**src/rtl/router_pkt_reader.sv**
```systemverilog
// router_pkt_reader
//
// Destination-side packet reader for the 1x3 router. It sits on one router
// output port, drains the FIFO and parses each packet:
//   header = {len[5:0], addr[1:0]}, then len payload bytes, then one parity byte.
// The parity byte is the XOR of the header and every payload byte.
//
// Parameters:
//   PORT_ID    address served by this port; any other header addr, or 2'b11, is an addr error
//   READ_DELAY cycles valid_out must be high before the header read (0..28)
//   STALL_MAX  consecutive mid-packet cycles with valid_out low before the packet is aborted
//
// Ports:
//   clock, reset  single clock; synchronous active-high reset
//   valid_out     FIFO not-empty
//   data_out      FIFO read data, valid the cycle after read_enb
//   read_enb      FIFO read strobe (read request gated by valid_out and reset)
//   busy          FSM not in IDLE
//   pkt_done      one-cycle pulse at packet completion, with parity_err/addr_err
//   pkt_addr      header addr of the last packet (held)
//   pkt_len       header len of the last packet (held)
//   abort         one-cycle pulse when a stalled packet is dropped
//   pkt_count     completed packets
//   err_count     completed packets that had parity_err or addr_err
//
// Build option: define ROUTER_READER_STATS_EN to implement pkt_count/err_count.
// Without it both outputs are tied to 0 and no counter flops exist.

module router_pkt_reader #(
  parameter logic [1:0] PORT_ID    = 2'b00,
  parameter int         READ_DELAY = 2,
  parameter int         STALL_MAX  = 31
) (
  input  logic       clock,
  input  logic       reset,
  input  logic       valid_out,
  input  logic [7:0] data_out,
  output logic       read_enb,
  output logic       busy,
  output logic       pkt_done,
  output logic [1:0] pkt_addr,
  output logic [5:0] pkt_len,
  output logic       parity_err,
  output logic       addr_err,
  output logic       abort,
  output logic [7:0] pkt_count,
  output logic [7:0] err_count
);

  typedef enum logic [2:0] {
    S_IDLE,
    S_DELAY,
    S_HDR_RD,
    S_HDR_CAP,
    S_BODY,
    S_TAIL,
    S_DONE
  } state_t;

  localparam logic [4:0] DELAY_LAST = 5'(READ_DELAY);
  localparam logic [7:0] STALL_LAST = 8'(STALL_MAX - 1);

  state_t     state;
  logic [4:0] delay_cnt;
  logic [7:0] stall_cnt;
  logic [6:0] remaining;
  logic [7:0] parity_acc;
  logic       byte_pend;
  logic       read_req;

  // Reads are only requested in HDR_RD and BODY; the strobe itself must never
  // fire on an empty FIFO or while reset is asserted.
  assign read_req = (state == S_HDR_RD) || (state == S_BODY);
  assign read_enb = read_req & valid_out & ~reset;
  assign busy     = (state != S_IDLE);

  // Main packet FSM. byte_pend marks that a non-final BODY read was issued on
  // the previous edge, so data_out now holds a payload byte to fold into the
  // parity accumulator. The final read of a packet is the parity byte, which is
  // compared in TAIL instead of being accumulated.
  always_ff @(posedge clock) begin
    if (reset) begin
      state      <= S_IDLE;
      delay_cnt  <= '0;
      stall_cnt  <= '0;
      remaining  <= '0;
      parity_acc <= '0;
      byte_pend  <= 1'b0;
      pkt_done   <= 1'b0;
      parity_err <= 1'b0;
      addr_err   <= 1'b0;
      abort      <= 1'b0;
      pkt_addr   <= '0;
      pkt_len    <= '0;
    end else begin
      pkt_done   <= 1'b0;
      parity_err <= 1'b0;
      addr_err   <= 1'b0;
      abort      <= 1'b0;
      byte_pend  <= 1'b0;

      case (state)
        S_IDLE: begin
          delay_cnt <= '0;
          stall_cnt <= '0;
          if (valid_out) begin
            if (READ_DELAY == 0) begin
              state <= S_HDR_RD;
            end else begin
              // The IDLE cycle that saw valid_out counts as the first delay cycle.
              state     <= S_DELAY;
              delay_cnt <= 5'd1;
            end
          end
        end

        S_DELAY: begin
          if (!valid_out) begin
            state     <= S_IDLE;
            delay_cnt <= '0;
          end else if (delay_cnt == DELAY_LAST) begin
            state <= S_HDR_RD;
          end else begin
            delay_cnt <= delay_cnt + 5'd1;
          end
        end

        S_HDR_RD: begin
          if (read_enb) begin
            state     <= S_HDR_CAP;
            stall_cnt <= '0;
          end else if (stall_cnt == STALL_LAST) begin
            abort <= 1'b1;
            state <= S_IDLE;
          end else begin
            stall_cnt <= stall_cnt + 8'd1;
          end
        end

        S_HDR_CAP: begin
          pkt_len    <= data_out[7:2];
          pkt_addr   <= data_out[1:0];
          parity_acc <= data_out;
          remaining  <= {1'b0, data_out[7:2]} + 7'd1;
          stall_cnt  <= '0;
          state      <= S_BODY;
        end

        S_BODY: begin
          if (byte_pend) begin
            parity_acc <= parity_acc ^ data_out;
          end
          if (read_enb) begin
            stall_cnt <= '0;
            remaining <= remaining - 7'd1;
            if (remaining == 7'd1) begin
              state <= S_TAIL;
            end else begin
              byte_pend <= 1'b1;
            end
          end else if (stall_cnt == STALL_LAST) begin
            abort <= 1'b1;
            state <= S_IDLE;
          end else begin
            stall_cnt <= stall_cnt + 8'd1;
          end
        end

        S_TAIL: begin
          // data_out is the received parity byte; flags are registered so they
          // line up with the pkt_done pulse in DONE.
          parity_err <= (parity_acc != data_out);
          addr_err   <= (pkt_addr != PORT_ID) || (pkt_addr == 2'b11);
          pkt_done   <= 1'b1;
          state      <= S_DONE;
        end

        S_DONE: begin
          state <= S_IDLE;
        end

        default: begin
          state <= S_IDLE;
        end
      endcase
    end
  end

`ifdef ROUTER_READER_STATS_EN
  // Statistics counters advance during the DONE cycle, when the error flags of
  // the finished packet are on the outputs. Both wrap naturally at 8 bits.
  always_ff @(posedge clock) begin
    if (reset) begin
      pkt_count <= '0;
      err_count <= '0;
    end else if (state == S_DONE) begin
      pkt_count <= pkt_count + 8'd1;
      if (parity_err || addr_err) begin
        err_count <= err_count + 8'd1;
      end
    end
  end
`else
  assign pkt_count = 8'd0;
  assign err_count = 8'd0;
`endif

endmodule

```
**config.mk**
```make
export PLATFORM = sky130hd
export DESIGN_NAME = router_pkt_reader
export DESIGN_NICKNAME = d
export VERILOG_FILES = /design/src/rtl/router_pkt_reader.sv
export SDC_FILE = /design/constraint.sdc
export NUM_CORES = 1
export LEC_CHECK = 0
export BUFFER_PORTS_ARGS = -buffer_cell sky130_fd_sc_hd__buf_2
export CORE_MARGIN = 2
export CORE_UTILIZATION = 25
export CTS_BUF_LIST = sky130_fd_sc_hd__clkbuf_4
export CTS_CLUSTER_SIZE = 25
export DETAILED_ROUTE_END_ITERATION = 10
export SLEW_MARGIN = 20
export SYNTH_ARGS = -nofsm -noshare
export SYNTH_HDL_FRONTEND = slang
export SYNTH_SLANG_ARGS = --single-unit
```
**constraint.sdc**
```tcl
create_clock -name clock -period 2.9 [get_ports clock]
set_clock_uncertainty 0.05 [all_clocks]
set_input_delay 0.435 -clock clock [delete_from_list [all_inputs] [get_ports clock]]
set_output_delay 0.435 -clock clock [all_outputs]
set_load 0.05 [all_outputs]
```
Word level (Yosys, flattened, before mapping). Index checks and enable logic that the tools add are counted.

Flip-flop bits (word level): 44. Output and inout port bits: 30.

Multiplexer cells: 22. Bitwise logic cells: 8. Equality and inequality tests: 17. $add $sub $neg: 4. Reduce and logical (&&, ||, !) cells: 18.

Operator list (count): $pmux 8 s2 (2); $mux 8 (3); $mux 3 (7); $pmux 3 s6 (1); $pmux 7 s2 (1); $mux 5 (2); $pmux 5 s2 (1); $ne 3x3->1 const B (3); $add 8x1->8 const B (1); $eq 8x5->1 const B (1); $ne 8x8->1 (1); $reduce_and 2->1 (4); $reduce_bool 2->1 (4); $xor 8x8->8 (1); $add 6x1->7 const B (1); $eq 7x1->1 const B (1); $mux 7 (1); $sub 7x1->7 const B (1); $eq 3x2->1 const B (2); $eq 3x3->1 const B (2); $ne 2x2->1 const B (3); $reduce_or 2->1 (3); $reduce_or 3->1 (2); $add 5x1->5 const B (1); 11 further kinds (20).

Logic depth before layout (Yosys ltp).
Word-level depth: 6. Gate-level depth with buffers: 8.

Least setup slack after synthesis. OpenSTA, ideal clock, no wires.

Kind: input-to-output. Start point: input valid_out. End point: output read_enb. Slack: 0.961 ns. Arrival: 1.454 ns. Cell stages on the path: 3. Path through: clkbuf_1 > nand2b_1 > nor2_1.

Longest elaborated chain between the ends: 2.

Ends and longest elaborated chain: from (decl) (line 36) `input logic valid_out,`; $and 1x1->1 (2 in series) (line 74) `assign read_enb = read_req & valid_out & ~reset;`; to (decl) (line 38) `output logic read_enb,`.

Every way passes these cells.

Worst setup path in the final report.
Start point: register state[1]. End point: output read_enb.

Longest elaborated chain between the ends: 4. Elaborated cells between the ends (all ways): 5. Classes of those cells: eq/ne (2); bitwise (2); reduce/logical (1).

Ends and longest elaborated chain: from (decl) (line 63) `state_t state;`; from (signal assigned) (line 83) `state <= S_IDLE;`; from (signal assigned) (line 108) `state <= S_HDR_RD;`; from (signal assigned) (line 111) `state <= S_DELAY;`; $eq 3x2->1 or $eq 3x3->1 (tied branches) (line 73) `assign read_req = (state == S_HDR_RD) || (state == S_BODY);`; $logic_or 1x1->1 * (line 73); $and 1x1->1 * (2 in series) (line 74).

Every way passes the cells marked *; elsewhere a longest branch is shown, timed or not.

==> flow_metrics.env <==
export IMPL_cp_start_kind="flip-flop"
export IMPL_place_gp_congestion=0.756
export IMPL_htree_levels=2
export IMPL_worstPathCellList="xor2_1 -> or2b_1 -> nor2_1 -> buf_2"
export IMPL_ant_nets=0
export IMPL_grt_first_pass_wirelength_um=10200
export IMPL_die_h_um=106
export IMPL_num_rows=37
export IMPL_rsz0062_at_grt="no"
export IMPL_cp_arrival_ns=1.90
export IMPL_hp_class="input port to flip-flop"
export IMPL_cts_resized=0
export IMPL_worst_path_max_delay_cell="dfxtp_1"
export IMPL_finalWirelength_um=6190
export IMPL_globalRouteOverflowTotal=0
export IMPL_wire_per_inst_um=13.2
export IMPL_fin_util_pct=27.6
export IMPL_yosysMostFrequentCell="dfxtp_1"
export IMPL_critical_path_buf_inv_count=1
export IMPL_tightest_slew_ns=0.617
export IMPL_cts_made_buffers=5
export IMPL_path_delay_family="flip-flops"
export IMPL_synth_top_area_share_pct=33.7
export IMPL_drtIter0Drc=106
export IMPL_status="complete, no violations"
export IMPL_ys_warnings_count=0
export IMPL_synth_top_cells_by_count="44 x dfxtp_1, 36 x a21oi_1, 34 x nand2_1"
export IMPL_synth_seq_cells=44
export IMPL_grt_pass1_vias=2031
export IMPL_hpwl_um=4250
export IMPL_synth_async_sr_flop_share_pct=0
export IMPL_p_per_area_nw_per_um2=481
export IMPL_setup_viol=0
export IMPL_io_pins=41
export IMPL_synth_edf_count=0
export IMPL_clock_sinks=44
export IMPL_portBuffers=24
export IMPL_finalSetupTns_ns=0
export IMPL_post_cts_buffers=0
export IMPL_synth_top_flop_cell="dfxtp_1"
export IMPL_clk_latency_ns=0.37
export IMPL_synth_top_cells_by_area="dfxtp_1 34%, a21oi_1 6.9%, nand2_1 4.9%"
export IMPL_avgSynthCellArea_sq_um=8.23
export IMPL_syn_inst=317
export IMPL_cts_hold_fix_buffers=0
export IMPL_final_nets=350
export IMPL_synth_largest_area_cell="dfxtp_1"
export IMPL_total_power_mw=1.36
export IMPL_relSlewSlack_pct=58.7
export IMPL_drtPass1Iterations=4
export IMPL_cp_end_kind="output port"
export IMPL_core_area_sq_um=10200
export IMPL_period_share_pct=82.3
export IMPL_drc_errors=0
export IMPL_die_w_um=106
export IMPL_start_util_pct=25.5
export IMPL_grt_usage_pct=11.0
export IMPL_antenna_found_initial=1
export IMPL_cts_root_buffer="clkbuf_4"
export IMPL_vias_per_cell=4.88
export IMPL_period_needed_ns=2.39
export IMPL_path_class="flip-flop to output port"
export IMPL_area_growth_synth_to_final_pct=8.10
export IMPL_finalHoldViolCount=0
export IMPL_grt_max_degree=35
export IMPL_layout_drive_gt1_share_pct=13.5
export IMPL_drv_cap=0
export IMPL_critPathMaxStageDelay_ns=0.61
export IMPL_ys_seq_area_share_pct=33.7
export IMPL_cts_tree="done"
export IMPL_clk_pin_slew_worst_paths_ns=0.14
export IMPL_dpl_cell_area_sq_um=2740
export IMPL_yosysUniqueCellTypes=58
export IMPL_fin_area_sq_um=2820
export IMPL_total_leakage_power_nw=1.01
export IMPL_fmax_mhz=419
export IMPL_dr_total_vias=2295
export IMPL_clockBufferDepth=2
export IMPL_vdd_ir_drop_max_mv=0.194
export IMPL_crit_fanout=14
export IMPL_dieArea_sq_um=11300
export IMPL_cp_required_ns=2.41
export IMPL_timing_hold_ws_ns=0.289
export IMPL_synth_area_sq_um=2610
export IMPL_slew_viol_final=0
==> logic make-up after synthesis <==
logic type	after synthesis	share of synthesized area, %
AND/OR/NAND/NOR	115	24.3
AO/OA/AOI/OAI	93	23.1
flip-flops	44	33.7
buffers and inverters	43	10.6
XOR/XNOR	14	4.70
adder cells (fa/ha/maj)	7	3.36
other	1	0.144
==> area by class of cell <==
type                       count  area, sq um
multi-input combinational    245         1510
inverter                       8         30.0
fill                        1099         7410
antenna                        1         2.50
clock buffer                   5         37.5
timing repair buffer          28          150
sequential                    44          881
clock inverter                 3         42.5
tap                          136          170
==> power by group <==
group	total [mW]	switching [mW]	internal (mW)
logic	0.287	0.209	0.0780
registers	0.664	0.0376	0.626
clock network	0.406	0.225	0.181
total	1.36	0.472	0.885
==> worst reg2reg max path, stage by stage, from the launching register on <==
cell and delay (ns):
dfxtp_1 0.43, ha_1 0.17, or4b_4 0.53, o41ai_4 0.54, or3_2 0.23, a21oi_1 0.06
==> flip-flops by register name, summed over array words and instances (netlist names) <==
signal / cells
parity_err: 1
state: 3
delay_cnt: 5
abort: 1
pkt_addr: 2
parity_acc: 8
pkt_len: 6
byte_pend: 1
addr_err: 1
stall_cnt: 8
pkt_done: 1
remaining: 7
==> per-layer routing <==
layer / vias to the layer above / global-route usage, % / wire, um
li1: 1150 / - / -
met5: - / 0 / 0
met1: 1092 / 15.4 / 3080
met2: 47 / 16.9 / 2830
met3: 6 / 1.96 / 181
met4: 0 / 4.04 / 93
==> path summary, 6_finish.rpt <==
path | slack (ns) | endpoint | depth (start not counted) | startpoint
setup / recovery | 0.51 | read_enb | 4 | state[1]
hold / removal | 0.29 | pkt_addr[1] | 3 | data_out[1]
setup reg to reg | 0.81 | stall_cnt[6] | 5 | stall_cnt[1]
hold reg to reg | 0.41 | pkt_len[5] | 2 | pkt_len[5]
==> layout by cell type, fill, tap and decap left out, types with 9 or more instances in the layout <==
cell type	synthesis	layout
dfxtp_1	44	44
a21oi_1	36	36
nand2_1	34	34
buf_2	5	24
nor2_1	21	21
conb_1	1	16
o21ai_0	15	15
xor2_1	13	13
nand4_1	10	10
o211ai_1	9	9
==> through the flow <==
stage / setup WS [ns] / instances
2_1_floorplan: 0.961 / 332
3_3_place_gp: 0.896 / 461
3_5_place_dp: 0.814 / 461
4_1_cts: 0.478 / 469
5_1_grt: 0.353 / 470
6_report: 0.512 / 470
No activity file was read; power rests on OpenSTA's default activity.
